$ cat config.mk
export PLATFORM = sky130hd
export DESIGN_NAME = adc_burst_scheduler
export DESIGN_NICKNAME = d
export VERILOG_FILES = /design/src/rtl/adc_burst_scheduler.sv
export SDC_FILE = /design/constraint.sdc
export NUM_CORES = 1
export LEC_CHECK = 0
export CAP_MARGIN = 20
export CORE_MARGIN = 10
export CORE_UTILIZATION = 42
export CTS_CLUSTER_SIZE = 20
export DETAILED_ROUTE_END_ITERATION = 8
export GPL_TIMING_DRIVEN = 0
export PLACE_DENSITY = 0.89
export REMOVE_ABC_BUFFERS = 1
export SLEW_MARGIN = 20
export SYNTH_ARGS = -nofsm -noshare
export SYNTH_HDL_FRONTEND = slang
export SYNTH_SLANG_ARGS = --single-unit
$ cat constraint.sdc
create_clock -name BUS_CLK -period 2.6 [get_ports BUS_CLK]
set_input_delay 0.39 -clock BUS_CLK [delete_from_list [all_inputs] [get_ports BUS_CLK]]
set_output_delay 0.39 -clock BUS_CLK [all_outputs]
set_load 0.01 [all_outputs]
$ cat src/rtl/adc_burst_scheduler.sv
// adc_burst_scheduler: round-robin burst arbiter merging NCH channel FIFOs into one 32-bit stream.
// Define ADC_BURST_HEADER_EN to prefix every burst with a header word.
module adc_burst_scheduler #(
  parameter int NCH  = 4,
  parameter int CH_W = 4
) (
  input  logic              BUS_CLK,
  input  logic              BUS_RST_N,
  input  logic              ENABLE,
  input  logic [7:0]        BURST_LEN,
  input  logic [NCH-1:0]    REQ,
  input  logic [NCH*32-1:0] DATA_IN,
  output logic [NCH-1:0]    READ_GRANT,
  input  logic              NEAR_FULL,
  output logic              OUT_VALID,
  input  logic              OUT_READY,
  output logic [31:0]       DATA_OUT,
  output logic [CH_W-1:0]   CUR_CH,
  output logic              BUSY,
  output logic [31:0]       WORD_CNT
);
`ifdef ADC_BURST_HEADER_EN
  typedef enum logic [1:0] {ARB, BURST, HDR} state_t;
  logic [15:0] seq;
`else
  typedef enum logic [1:0] {ARB, BURST} state_t;
`endif
  state_t state;
  logic [7:0] cnt, limit;
  logic [CH_W-1:0] nxt;
  logic [NCH-1:0] rot;
  logic [31:0] din_cur;
  logic req_cur, can_load, accept, pop;
  assign can_load = !OUT_VALID || OUT_READY;
  assign accept = OUT_VALID && OUT_READY;
  assign req_cur = 1'(REQ >> CUR_CH);
  assign din_cur = 32'(DATA_IN >> {CUR_CH, 5'd0});
  assign pop = state == BURST && req_cur && ENABLE && can_load;
  assign READ_GRANT = pop ? NCH'(1) << CUR_CH : '0;
  assign BUSY = state != ARB;
  // rot[j] is the request of channel (CUR_CH+1+j) mod NCH
  assign rot = NCH'({REQ, REQ} >> (CUR_CH + CH_W'(1)));
  always_comb begin
    nxt = CUR_CH;
    for (int j = NCH - 1; j >= 0; j--)
      if (rot[j]) nxt = CH_W'((int'(CUR_CH) + 1 + j) % NCH);
  end
  always_ff @(posedge BUS_CLK or negedge BUS_RST_N)
    if (!BUS_RST_N) begin
      state <= ARB;
      CUR_CH <= CH_W'(NCH - 1);
      cnt <= 8'd0;
      limit <= 8'd1;
      OUT_VALID <= 1'b0;
      DATA_OUT <= 32'd0;
      WORD_CNT <= 32'd0;
`ifdef ADC_BURST_HEADER_EN
      seq <= 16'd0;
`endif
    end else begin
      if (accept) WORD_CNT <= WORD_CNT + 32'd1;
      if (accept) OUT_VALID <= 1'b0;
      case (state)
        ARB: if (ENABLE && !NEAR_FULL && |REQ) begin
          CUR_CH <= nxt;
          limit <= BURST_LEN == 8'd0 ? 8'd1 : BURST_LEN;
          cnt <= 8'd0;
`ifdef ADC_BURST_HEADER_EN
          state <= HDR;
`else
          state <= BURST;
`endif
        end
`ifdef ADC_BURST_HEADER_EN
        HDR: if (can_load) begin
          DATA_OUT <= {8'hA5, 4'h0, 4'(CUR_CH), seq};
          OUT_VALID <= 1'b1;
          seq <= seq + 16'd1;
          state <= BURST;
        end
`endif
        BURST: if (pop) begin
          DATA_OUT <= din_cur;
          OUT_VALID <= 1'b1;
          cnt <= cnt + 8'd1;
          if (cnt + 8'd1 == limit) state <= ARB;
        end else if (!req_cur || !ENABLE) state <= ARB;
        default: state <= ARB;
      endcase
    end
endmodule

; ---- Yosys cells after proc, flatten, opt, wreduce, memory -nomap -nowiden
; Cells that the tools add are included.
[word_totals]
reg_bits = 87
latch_bits = 0
ramBits = 0
rom_bits = 0
output_inout_bits = 74
memories = 0
[classes]
add_sub_neg = 7
multipliers = 0
div = 0
magnitude_cmp = 0
eq_ne = 6
n_shift = 4
n_mux = 17
bitwise_logic = 4
reduce_logical = 27
[ops]
columns = op, n
row1 = $shr A128 B9 Y32, 1
row2 = $add A32 B3 Y32 const B, 2
row3 = $add A32 B1 Y32 const B, 1
row4 = $add A32 B2 Y32 const B, 1
row5 = $mux W8, 3
row6 = $mux W4, 5
row7 = $pmux W8 S2, 1
row8 = $reduce_and A3 Y1, 3
row9 = $add A8 B1 Y8 const B, 1
row10 = $eq A8 B8 Y1, 1
row11 = $logic_not A8 Y1, 1
row12 = $mux W2, 4
row13 = $reduce_or A2 Y1, 4
row14 = $shr A8 B4 Y4, 1
row15 = $logic_and A1 B1 Y1, 6
row16 = $ne A3 B2 Y1 const B, 2
row17 = $add A4 B1 Y5 const B, 1
row18 = $add A4 B1 Y4 const B, 1
row19 = $logic_not A1 Y1, 4
row20 = $ne A2 B2 Y1 const B, 2
row21 = $pmux W2 S2, 1
row22 = $reduce_and A2 Y1, 2
row23 = $reduce_bool A2 Y1, 2
row24 = $reduce_bool A4 Y1, 1
row25 = other kinds (9), 14

; ---- Logic depth before layout (Yosys ltp)
; Gate-level depths: netlist of run 1.
[depth]
ltp_word = 8
ltp_mapped = 10
ltp_nobuf = 7

; ---- Worst setup path after synthesis of run 1
; OpenSTA, ideal clock, no wires.
[synth_path]
path_kind = flip-flop to flip-flop
from = register CUR_CH[1]
to = register CUR_CH[1]
setup_ps = 80
t_arrival_ps = 2351
required_ps = 2520
setup_slack_ps = 169
stages_incl_launch_ff = 10
path_buffers = 3
path_cell_list = dfstp_2 > buf_2 > buf_1 > inv_1 > ha_1 > clkbuf_1 > a2bb2oi_1 > a2111oi_2 > nor4_1 > o2bb2ai_1
[synth_via]
elab_chain_cells = 6
[synth_lines]
columns = item, line
row1 = "start, declared", 18  ; output logic [CH_W-1:0] CUR_CH,
row2 = "start signal, assigned", 51  ; CUR_CH <= CH_W'(NCH - 1);
row3 = "start signal, assigned", 65  ; CUR_CH <= nxt;
row4 = $add A4 B1 Y5, 46  ; if (rot[j]) nxt = CH_W'((int'(CUR_CH) + 1 + j) % NCH);
row5 = $add A32 B3 Y32, 46
row6 = $mux W4 (4 in series), 46
; Parallel ways exist; a longest one is shown, timed or not. The select of a mux whose other input is x is not followed.
; A chain may end at the register's enable or synchronous reset.

; ---- Worst setup path after layout of run 1
[layout_path]
from = register CUR_CH[0]
to = output READ_GRANT[0]
[layout_via]
elab_chain_cells = 5
[layout_lines]
columns = item, line
row1 = $shr A4 B4 Y1, 36  ; assign req_cur = 1'(REQ >> CUR_CH);
row2 = $logic_and A1 B1 Y1 (3 in series), 38  ; assign pop = state == BURST && req_cur && ENABLE && can_load;
row3 = $mux W4 *, 39  ; assign READ_GRANT = pop ? NCH'(1) << CUR_CH : '0;
row4 = "end, declared", 13  ; output logic [NCH-1:0] READ_GRANT,
; Every way passes the cells marked *; elsewhere a longest branch is shown, timed or not.

==> results.md, run 1 <==
* Drt pass-1 iters at 5
* Critical path class: reg2out
* R2R Path End: CUR_CH[1]
* Status: finished, final reports clean
* Pwr per Cell Area at 860 nW/µm²
* Minimum clock period at 2.44 ns
* Ys async rst share at 100%
* EDFF count, synth at 0
* Post-Place Cell Area at 6940 µm²
* Post-route clock period utilization at 93.7%
* Clock tree sinks at 84
* Crit-path slowest cell: dfstp_4
* Antenna diode count at 0
* Yosys cell types at 47
* Reg clk slew, reported paths at 0.06 ns
* Bufs on Longest Clock Path at 2
* Initial antenna violation count at 0
* Worst Path Max Fanout at 7
* Endpoints failing setup at 0
* Placed cell count at 711
* Share of cells above drive strength 1 at 19.3%
* GRT Total Usage at 19.8%
* Max IR drop VDD at 0.445 mV
* Initial Util at 43.1%
* Drt drc at 0
* Tot Pwr at 6400 µW
* Crit end category: primary output
* Static leakage at 0.00306 µW
* CTS tree: done
* Layout fillers at 808
* Via count at 4,122
* Core ar. at 10,900 µm²
* Area grow syn2layout at 57.9%
* Seq/Total Area, Yosys at 44.7%
* Post-route ant nets at 0
* Largest net degree at the start of global routing at 46
* Synth top area share at 43.0%
* # nets final at 747
* Setup TNS at 0 ns
* Synth area leaders: dfrtp_1 43%, mux4_2 16%, mux2_2 9.8%
* PortBufs at 216
* Htree depth at 3
* Final setup skew at 0.0101 ns
* Final Hold Violating Endpoints at 0
* Die Width at 126 µm
* Post-DP HPWL at 12,100 µm
* Crit path required time at 2.21 ns
* Crit path launch type: flop
* DIE AREA at 15,900 µm²
* Num CTS Buffers at 9
* Critical Path AT at 2.05 ns
* Routability cong. at 0.864
* Hold WS at 0.0605 ns
* Unrepaired setup endpoints after global routing: false
* Mapped Area at 4710 µm²
* Total Routed Length at 16,300 µm
* Critical path cell sequence: mux4_2, nand4_4, nor2_2, dlygate4sd2_1
* Wire length of the first global-routing pass at 25,000 µm
* Cell area after layout at 7440 µm²
* Starting DRT DRC Count at 269
* Ys flop type: dfrtp_1
* Clk root buf: clkbuf_16
* Gr ovfl total at 0
* Max-cap violation count at 0
* Cells after synthesis at 374
* Vias in the first global route at 4,595
* Seq cells post-synth at 84
* FMAX at 411 MHz
* Avg Cell Area, Syn at 12.6 µm²
* Finished Layout Cells at 741
* Synth Warn # at 0
* Worst Hold Class: in2async
* Cells on worst reg2reg path at 8
* R2r startpoint: CUR_CH[1]
* FP Rows at 38
* CP max stage delay at 0.63 ns
* Die Y at 126 µm
* Avg WL per Cell at 22.0 µm
* Detail-routed via count per cell at 5.56
* Io pins at 219
* Internal reg-to-reg setup slack at 0.25 ns
* Cell taking the most area after synthesis: dfrtp_1
* Latest clock arrival within the worst-skew pair at 0.33 ns
* Fin. max-slew vios at 0
* Actual slew at the worst max-slew pin at 0.588 ns
* Headroom to the max-slew limit at 60.8%
* Post-CTS Hold Buffers at 0
-- layout by cell type, fill, tap and decap left out, types with 3 or more instances in the layout --
cell | netlist | final
a21oi_1 | 7 | 7
and2_1 | 6 | 6
and3_1 | 12 | 12
buf_4 | 8 | 9
clkbuf_16 | 0 | 9
clkdlybuf4s50_1 | 0 | 208
dfrtp_1 | 81 | 81
dlygate4sd2_1 | 0 | 7
ha_1 | 6 | 6
inv_1 | 9 | 9
inv_6 | 0 | 3
mux2_2 | 41 | 41
mux4_2 | 33 | 33
nand2_1 | 17 | 17
nand3_1 | 16 | 16
nand4_1 | 8 | 8
nor2_1 | 17 | 15
nor2b_1 | 6 | 6
nor3_1 | 6 | 6
o21ai_0 | 9 | 9
o21ai_1 | 4 | 4
o31ai_1 | 4 | 4
xnor2_1 | 25 | 25
xor2_1 | 16 | 16
-- timing repair --
action	4_1_cts	5_1_grt
gates cloned	2	0
buffers inserted	12	0
hold endpoints to repair	0	0
gates resized for setup	10	1
setup endpoints to repair	45	12
-- where the power goes --
part | switching [µW] | internal (µW)
combinational | 1270 | 1780
sequential | 267 | 1700
clock | 537 | 849
total | 2070 | 4330
-- worst max path at each step --
stage	start	to	slack (ns)	cells past startpoint
2_1_floorplan	CUR_CH[0]	cnt[2]	-0.38	4
4_1_cts	REQ[2]	DATA_OUT[17]	0.13	5
6_report	CUR_CH[0]	READ_GRANT[0]	0.16	4
3_5_place_dp	CUR_CH[1]	READ_GRANT[0]	-1.13	4
3_3_place_gp	BUS_RST_N	DATA_OUT[2]	-1.82	1
5_1_grt	CUR_CH[1]	CUR_CH[1]	0.06	8
-- Yosys cell counts, types with 2 or more instances --
cell and count:
nand4_1 8, o41ai_1 2, dfstp_2 3, nor2_1 17, nand2_1 17, nor3b_1 2
nand2b_1 2, mux4_2 33, o21bai_1 2, and3_1 12, o21ai_1 4, nor2b_1 6
and2_1 6, xnor2_1 25, buf_6 3, xor2_1 16, nor4_1 2, clkbuf_1 5
ha_1 6, inv_1 9, nor3_1 6, buf_2 4, dfrtp_1 81, nand3_1 16
o31ai_1 4, buf_4 8, o21ai_0 9, a21oi_1 7, mux2_2 41
-- cell type report --
type	instances	area [µm²]	share of cell area, %
timing repair buffer	229	2320	31.1
clock buffer	9	225	3.03
clock inverter	7	96.3	1.29
multi-input combinational	263	2480	33.3
inverter	9	33.8	0.454
tap	140	175	2.35
sequential	84	2110	28.4
-- through the flow --
step / setup slack, ns / util (%)
6_report: 0.164 / 68.1
5_1_grt: 0.0597 / 68.1
4_1_cts: 0.126 / 68.0
3_5_place_dp: -1.13 / 63.5
3_3_place_gp: -1.82 / 63.3
2_1_floorplan: -0.381 / -
-- per-layer routing --
layer  routed length [µm]  vias up  GRT usage [%]
met5                    0        -              0
met3                 1410       25           7.55
met2                 8760      205           36.5
met1                 5910     2065           20.8
met4                  251        0           4.09
li1                     -     1827              -
-- worst max-delay path, delay by kind of cell (launching register included) --
family	cells	cell delay (ns)
DFF	1	0.63
muxes	1	0.54
and+or+nand+nor	2	0.24
buffers and inverters	1	0.30
-- flip-flops by register name, summed over array words and instances (netlist names) --
signal,flops
DATA_OUT,32
WORD_CNT,32
cnt,8
limit,8
CUR_CH,2
OUT_VALID,1
state,1
-- logic make-up (layout without fill, tap and decap cells) --
kind of cell    Yosys count  after routing  share of synthesized area (%)
compound gates           37             37                           5.18
xor+xnor                 41             41                           7.62
fa+ha+maj                 6              6                           1.59
buf+inv                  30            254                           3.61
flops                    84             84                           44.7
mux                      74             74                           25.6
other cells               1              2                         0.0795
simple gates            101            103                           11.7
No activity file was read; power rests on OpenSTA's default activity.
==> inputs of run 2 (changes only) <==
Settings changed: ABC_CLOCK_PERIOD_IN_PS from default to 2600, PLACE_DENSITY 0.89 to 0.81.
==> run 2 against run 1 <==
Compared with the run above:
- fmax down 4.1%
- sequential share of layout area about the same
- cell area about the same
- critical endpoint is now READ_GRANT[2]
- combinational power down 1%
- count of clock-buffer cells in the layout up 1
- sequential cell count unchanged
- critical path depth up 1
- hold slack worse by 0.028 ns
==> results.md, run 2 (synthesized netlist as in run 1, its figures left out) <==
* CP max stage delay at 0.64 ns (was 0.63 ns)
* Net Sw Frac at 32.7% (was 32.3%)
* DIE AREA at 15,900 µm² (unchanged)
* Comb power frac at 48.1% (was 47.6%)
* Initial antenna violation count at 2 (was 0)
* Largest registers: DATA_OUT x32, WORD_CNT x32 (unchanged)
* Pwr per Cell Area at 843 nW/µm² (was 860 nW/µm²)
* R2R Path End: CUR_CH[1] (unchanged)
* Drt pass-1 iters at 4 (was 5)
* Clock tree sinks at 84 (unchanged)
* Total Routed Length at 16,000 µm (was 16,300 µm)
* Latest clock arrival within the worst-skew pair at 0.33 ns (about the same)
* Fin. max-slew vios at 0 (unchanged)
* Crit end category: primary output (unchanged)
* Cells on worst reg2reg path at 8 (unchanged)
* Critical path class: reg2out (unchanged)
* Crit-path slowest cell: dfstp_4 (unchanged)
* Commonest cells after routing, fill and taps aside: 207 x clkdlybuf4s50_1, 81 x dfrtp_1, 41 x mux2_2, 33 x mux4_2, 25 x xnor2_1 (was 208 x clkdlybuf4s50_1, 81 x dfrtp_1, 41 x mux2_2, 33 x mux4_2, 25 x xnor2_1)
* Crit path required time at 2.21 ns (about the same)
* Layout fillers at 854 (was 808)
* Final setup skew at 0.00620 ns (was 0.0101 ns)
* PortBufs at 216 (unchanged)
* Setup TNS at 0 ns (unchanged)
* Gr ovfl total at 0 (unchanged)
* Max-cap violation count at 0 (unchanged)
* Post-CTS Hold Buffers at 0 (unchanged)
* Hold WS at 0.0327 ns (was 0.0605 ns)
* Io pins at 219 (unchanged)
* Actual slew at the worst max-slew pin at 0.526 ns (was 0.588 ns)
* Area grow syn2layout at 57.7% (was 57.9%)
* Vias in the first global route at 4,514 (was 4,595)
* Largest net degree at the start of global routing at 47 (was 46)
* Seq pwr share at 31.3% (was 30.8%)
* FP Rows at 38 (unchanged)
* CP startpoint: CUR_CH[0] (unchanged)
* Endpoints failing setup at 0 (unchanged)
* Post-DP HPWL at 11,800 µm (was 12,100 µm)
* Initial Util at 43.1% (unchanged)
* Pint at 4220 µW (was 4330 µW)
* Via count at 4,026 (was 4,122)
* Critical Path AT at 2.15 ns (was 2.05 ns)
* # nets final at 749 (was 747)
* Static leakage at 0.00305 µW (was 0.00306 µW)
* Core ar. at 10,900 µm² (unchanged)
* Starting DRT DRC Count at 343 (was 269)
* Reg clk slew, reported paths at 0.06 ns (about the same)
* Crit path launch type: flop (unchanged)
* Worst Path Max Fanout at 4 (was 7)
* Final Hold Violating Endpoints at 0 (unchanged)
* Post-route ant nets at 0 (unchanged)
* Clk root buf: clkbuf_16 (unchanged)
* Headroom to the max-slew limit at 64.8% (was 60.8%)
* Worst Hold Class: in2async (unchanged)
* Drt drc at 0 (unchanged)
* Sw power at 2050 µW (was 2070 µW)
* Wire length of the first global-routing pass at 25,000 µm (about the same)
* CTS tree: done (unchanged)
* Share of cells above drive strength 1 at 19.2% (was 19.3%)
* Minimum clock period at 2.54 ns (was 2.44 ns)
* Num CTS Buffers at 9 (unchanged)
* Max IR drop VDD at 0.454 mV (was 0.445 mV)
* Clk pwr share at 20.6% (was 21.6%)
* FMAX at 394 MHz (was 411 MHz)
* Die Width at 126 µm (unchanged)
* Htree depth at 3 (unchanged)
* GRT Total Usage at 19.8% (about the same)
* Setup crit end: READ_GRANT[2] (was READ_GRANT[0])
* R2r startpoint: CUR_CH[0] (was CUR_CH[1])
* Tot Pwr at 6270 µW (was 6400 µW)
* Bufs on Longest Clock Path at 2 (unchanged)
* Post-route clock period utilization at 97.6% (was 93.7%)
* Critical path cell sequence: mux4_2, nand4_4, buf_4, nor2_1, dlygate4sd2_1 (was mux4_2, nand4_4, nor2_2, dlygate4sd2_1)
* Internal reg-to-reg setup slack at 0.25 ns (about the same)
* Status: finished, final reports clean (unchanged)
* Routability cong. at 0.888 (was 0.864)
* Detail-routed via count per cell at 5.40 (was 5.56)
* Die Y at 126 µm (unchanged)
* Unrepaired setup endpoints after global routing: false (unchanged)
* Avg WL per Cell at 21.4 µm (was 22.0 µm)
* Most common cell after layout, fill and taps aside: clkdlybuf4s50_1 (unchanged)
## run 2: cell types whose count changed in the layout (fill, tap and decap cells not counted), sizes merged
| cell | change |
|---|---|
| diode | +2 |
| inv | -1 |
| clkinvlp | +3 |
| clkbuf | +1 |
| bufinv | -1 |
| clkinv | -2 |
| dlygate4sd2 | +1 |
| clkdlybuf4s50 | -1 |
| buf | +2 |
## run 2: cell type report
type	count	area (µm²)	area share, %
clock inverter	6	72.6	0.976
inverter	9	33.8	0.454
antenna	2	5.00	0.0673
multi-input combinational	263	2480	33.3
clock buffer	10	229	3.08
tap	140	175	2.36
timing repair buffer	231	2330	31.3
sequential	84	2110	28.4
## run 2: power by group through the flow
stage / Combinational (µW) / Clock, µW / Sequential [µW]
after detailed placement: 2510 / 0 / 2240
final: 3010 / 1290 / 1960
after global placement: 2460 / 0 / 2210
after floorplan: 1200 / 0 / 2260
after global routing: 3250 / 1370 / 2020
after CTS: 3060 / 1320 / 1970
## run 2: metrics by stage
| stage | instances | util [%] | instance area, µm² | worst slack, ns |
|---|---|---|---|---|
| detailed placement | 711 | 63.5 | 6950 | -1.05 |
| floorplan | 354 | - | 4580 | -0.381 |
| CTS | 742 | 67.8 | 7420 | 0.0236 |
| global route | 745 | 68.0 | 7440 | 0.00689 |
| finish | 745 | 68.0 | 7440 | 0.0612 |
| global placement | 710 | 63.3 | 6920 | -1.83 |
## run 2: layer usage
layer	GRT usage (%)	share of wire (%)
met1	21.6	36
met2	35.4	54
met3	7.09	8.3
met4	5.16	1.5
met5	0	0
## run 2: critical path: cells and delay by family, from the launching register on
family | cells | cell delay [ns]
mux | 1 | 0.55
flops | 1 | 0.64
simple gates | 2 | 0.19
buf+inv | 2 | 0.43
## run 2: what timing repair did
item                       CTS  global route
gates cloned                 2             0
setup endpoints to repair   45             4
resized for setup           11             1
buffers inserted            13             1
## run 2: how the worst min path moves through the flow
stage,depth (start not counted),startpoint,to
finish,1,BUS_RST_N,WORD_CNT[30]
CTS,1,BUS_RST_N,WORD_CNT[30]
global placement,1,WORD_CNT[31],WORD_CNT[31]
floorplan,0,BUS_RST_N,DATA_OUT[0]
detailed placement,1,BUS_RST_N,WORD_CNT[31]
global route,1,BUS_RST_N,WORD_CNT[30]
==> inputs of run 3 (changes only) <==
Settings changed: CELL_PAD_IN_SITES_DETAIL_PLACEMENT from default to 2, CELL_PAD_IN_SITES_GLOBAL_PLACEMENT from default to 2, CORE_MARGIN 10 to default, CORE_UTILIZATION 42 to 26, PLACE_DENSITY 0.81 to default, PLACE_DENSITY_LB_ADDON from default to 0.1.
==> run 3 against run 2 <==
Compared with the run above:
- total power is 2.7% higher
- utilization is 25 points lower
- clock power is 6% higher
- cell area is 1.4% higher
- count of clock-buffer cells in the layout is 1 higher
- wire length is 14% higher
- largest cell class unchanged
- register-to-register slack better by 0.06 ns
- global-route usage is 0.093 points higher
- combinational power is 3% higher
- clock skew is 0.0030 ns higher
- non-clock buffer count is 2 lower
==> results.md, run 3 (synthesized netlist as in run 1, its figures left out) <==
* Status: finished, final reports clean (unchanged)
* Largest net degree at the start of global routing at 49 (was 47)
* Final Hold Violating Endpoints at 0 (unchanged)
* Buf/Inv on CP at 1 (was 2)
* Worst Setup Slack post-DPL at -1.21 ns (was -1.05 ns)
* Reg clk slew, reported paths at 0.07 ns (was 0.06 ns)
* Initial antenna violation count at 1 (was 2)
* Via count at 4,055 (was 4,026)
* Hold WS at 0.473 ns (was 0.0327 ns)
* Final setup skew at 0.00918 ns (was 0.00620 ns)
* FP Rows at 48 (was 38)
* R2R Path End: CUR_CH[1] (unchanged)
* Post-DP HPWL at 12,600 µm (was 11,800 µm)
* Headroom to the max-slew limit at 64.3% (was 64.8%)
* Net Sw Frac at 33.7% (was 32.7%)
* Crit end category: primary output (unchanged)
* Share of cells above drive strength 1 at 19.0% (was 19.2%)
* Drt pass-1 iters at 4 (unchanged)
* GRT Total Usage at 19.8% (about the same)
* Initial Util at 27.0% (was 43.1%)
* Wire length of the first global-routing pass at 26,900 µm (was 25,000 µm)
* Fin util at 43.1% (was 68.0%)
* CP top delay family: flip-flops (unchanged)
* Hold_sp: WORD_CNT[31]
* Die Y at 137 µm (was 126 µm)
* Finished Layout Cells at 826 (was 745)
* Setup TNS at 0 ns (unchanged)
* Gr ovfl total at 0 (unchanged)
* Comb power frac at 48.0% (was 48.1%)
* # nets final at 747 (was 749)
* Crit path required time at 2.21 ns (about the same)
* Max IR drop VDD at 0.381 mV (was 0.454 mV)
* Area grow syn2layout at 60.0% (was 57.7%)
* Minimum clock period at 2.43 ns (was 2.54 ns)
* PortBufs at 216 (unchanged)
* Endpoints failing setup at 0 (unchanged)
* Layout fillers at 1,774 (was 854)
* Static leakage at 0.00305 µW (about the same)
* Pint at 4270 µW (was 4220 µW)
* Sw power at 2170 µW (was 2050 µW)
* Crit path launch type: flop (unchanged)
* Detail-routed via count per cell at 4.91 (was 5.40)
* Clock tree sinks at 84 (unchanged)
* Final worst setup slack at 0.169 ns (was 0.0612 ns)
* Most common cell after layout, fill and taps aside: clkdlybuf4s50_1 (unchanged)
* Htree depth at 3 (unchanged)
* Placed cell count at 796 (was 711)
* Commonest cells after routing, fill and taps aside: 207 x clkdlybuf4s50_1, 81 x dfrtp_1, 41 x mux2_2, 33 x mux4_2, 25 x xnor2_1 (unchanged)
* Unrepaired setup endpoints after global routing: false (unchanged)
* Worst Path Max Fanout at 6 (was 4)
* Routability cong. at 0.763 (was 0.888)
* Antenna diode count at 0 (was 2)
* Core ar. at 17,500 µm² (was 10,900 µm²)
* Critical path cell sequence: mux4_2, nand4_4, nor2_1, dlygate4sd2_1 (was mux4_2, nand4_4, buf_4, nor2_1, dlygate4sd2_1)
* Max-cap violation count at 0 (unchanged)
* Internal reg-to-reg setup slack at 0.31 ns (was 0.25 ns)
* Seq pwr share at 30.7% (was 31.3%)
* Vias in the first global route at 4,547 (was 4,514)
* Bufs on Longest Clock Path at 2 (unchanged)
* Avg WL per Cell at 21.9 µm (was 21.4 µm)
* Drt drc at 0 (unchanged)
* CP max stage delay at 0.64 ns (about the same)
* Post-route clock period utilization at 93.5% (was 97.6%)
* Crit-path slowest cell: dfstp_4 (unchanged)
* Io pins at 219 (unchanged)
* Hold Path End: WORD_CNT[31]
* Actual slew at the worst max-slew pin at 0.534 ns (was 0.526 ns)
* Cells on worst reg2reg path at 8 (unchanged)
* Clk pwr share at 21.3% (was 20.6%)
* Die Width at 137 µm (was 126 µm)
* Largest registers: DATA_OUT x32, WORD_CNT x32 (unchanged)
* Worst Hold Class: reg2reg (was in2async)
* Critical path class: reg2out (unchanged)
* Starting DRT DRC Count at 138 (was 343)
* Total Routed Length at 18,100 µm (was 16,000 µm)
* Fin. max-slew vios at 0 (unchanged)
* Latest clock arrival within the worst-skew pair at 0.35 ns (was 0.33 ns)
* CTS tree: done (unchanged)
* Num CTS Buffers at 9 (unchanged)
* Hold path depth at 1
* FMAX at 411 MHz (was 394 MHz)
* Post-route ant nets at 0 (unchanged)
* DIE AREA at 18,700 µm² (was 15,900 µm²)
* R2r startpoint: CUR_CH[0] (unchanged)
* Critical Path AT at 2.04 ns (was 2.15 ns)
* Clk root buf: clkbuf_16 (unchanged)
* Pwr per Cell Area at 854 nW/µm² (was 843 nW/µm²)
[run 3: final cells by class]
cell class / instances / area, µm² / share of cell area [%]
Sequential cell: 84 / 2110 / 28.0
Multi-Input combinational cell: 263 / 2480 / 32.9
Inverter: 9 / 33.8 / 0.448
Tap cell: 225 / 282 / 3.73
Timing Repair Buffer: 229 / 2320 / 30.8
Clock inverter: 5 / 58.8 / 0.780
Clock buffer: 11 / 253 / 3.35
[run 3: worst max-delay path by stage]
stage	from	end	depth (start not counted)	slack, ns
3_5_place_dp	CUR_CH[1]	READ_GRANT[0]	4	-1.21
5_1_grt	CUR_CH[0]	READ_GRANT[3]	4	0.10
3_3_place_gp	BUS_RST_N	DATA_OUT[6]	1	-2.20
4_1_cts	CUR_CH[0]	cnt[7]	6	0.06
6_report	CUR_CH[0]	READ_GRANT[0]	4	0.17
2_1_floorplan	CUR_CH[0]	cnt[2]	4	-0.38
[run 3: through the flow]
stage / instance area (µm²) / total power [µW]
after global routing: 7540 / 6810
after CTS: 7530 / 6560
after global placement: 7030 / 4720
final: 7540 / 6440
after detailed placement: 7060 / 4820
after floorplan: 4580 / 3460
[run 3: what timing repair did]
item	in CTS	in global routing
cloned	2	0
pin swaps	0	0
endpoints found under the hold margin	36	0
buffers inserted	11	0
gates resized for setup	10	1
hold buffers	1	0
setup endpoints to repair	47	5
[run 3: metal layers]
| layer | routed length [µm] | track usage [%] |
|---|---|---|
| met3 | 918 | 3.74 |
| met5 | 13 | 0 |
| met2 | 9570 | 34.9 |
| met1 | 7280 | 24.1 |
| met4 | 347 | 6.98 |
[run 3: power groups by stage]
stage | Clock (µW) | Sequential (µW) | Combinational [µW]
after floorplan | 0 | 2260 | 1200
after global placement | 0 | 2240 | 2480
after detailed placement | 0 | 2280 | 2540
after CTS | 1430 | 1980 | 3150
after global routing | 1470 | 2030 | 3310
final | 1370 | 1980 | 3090
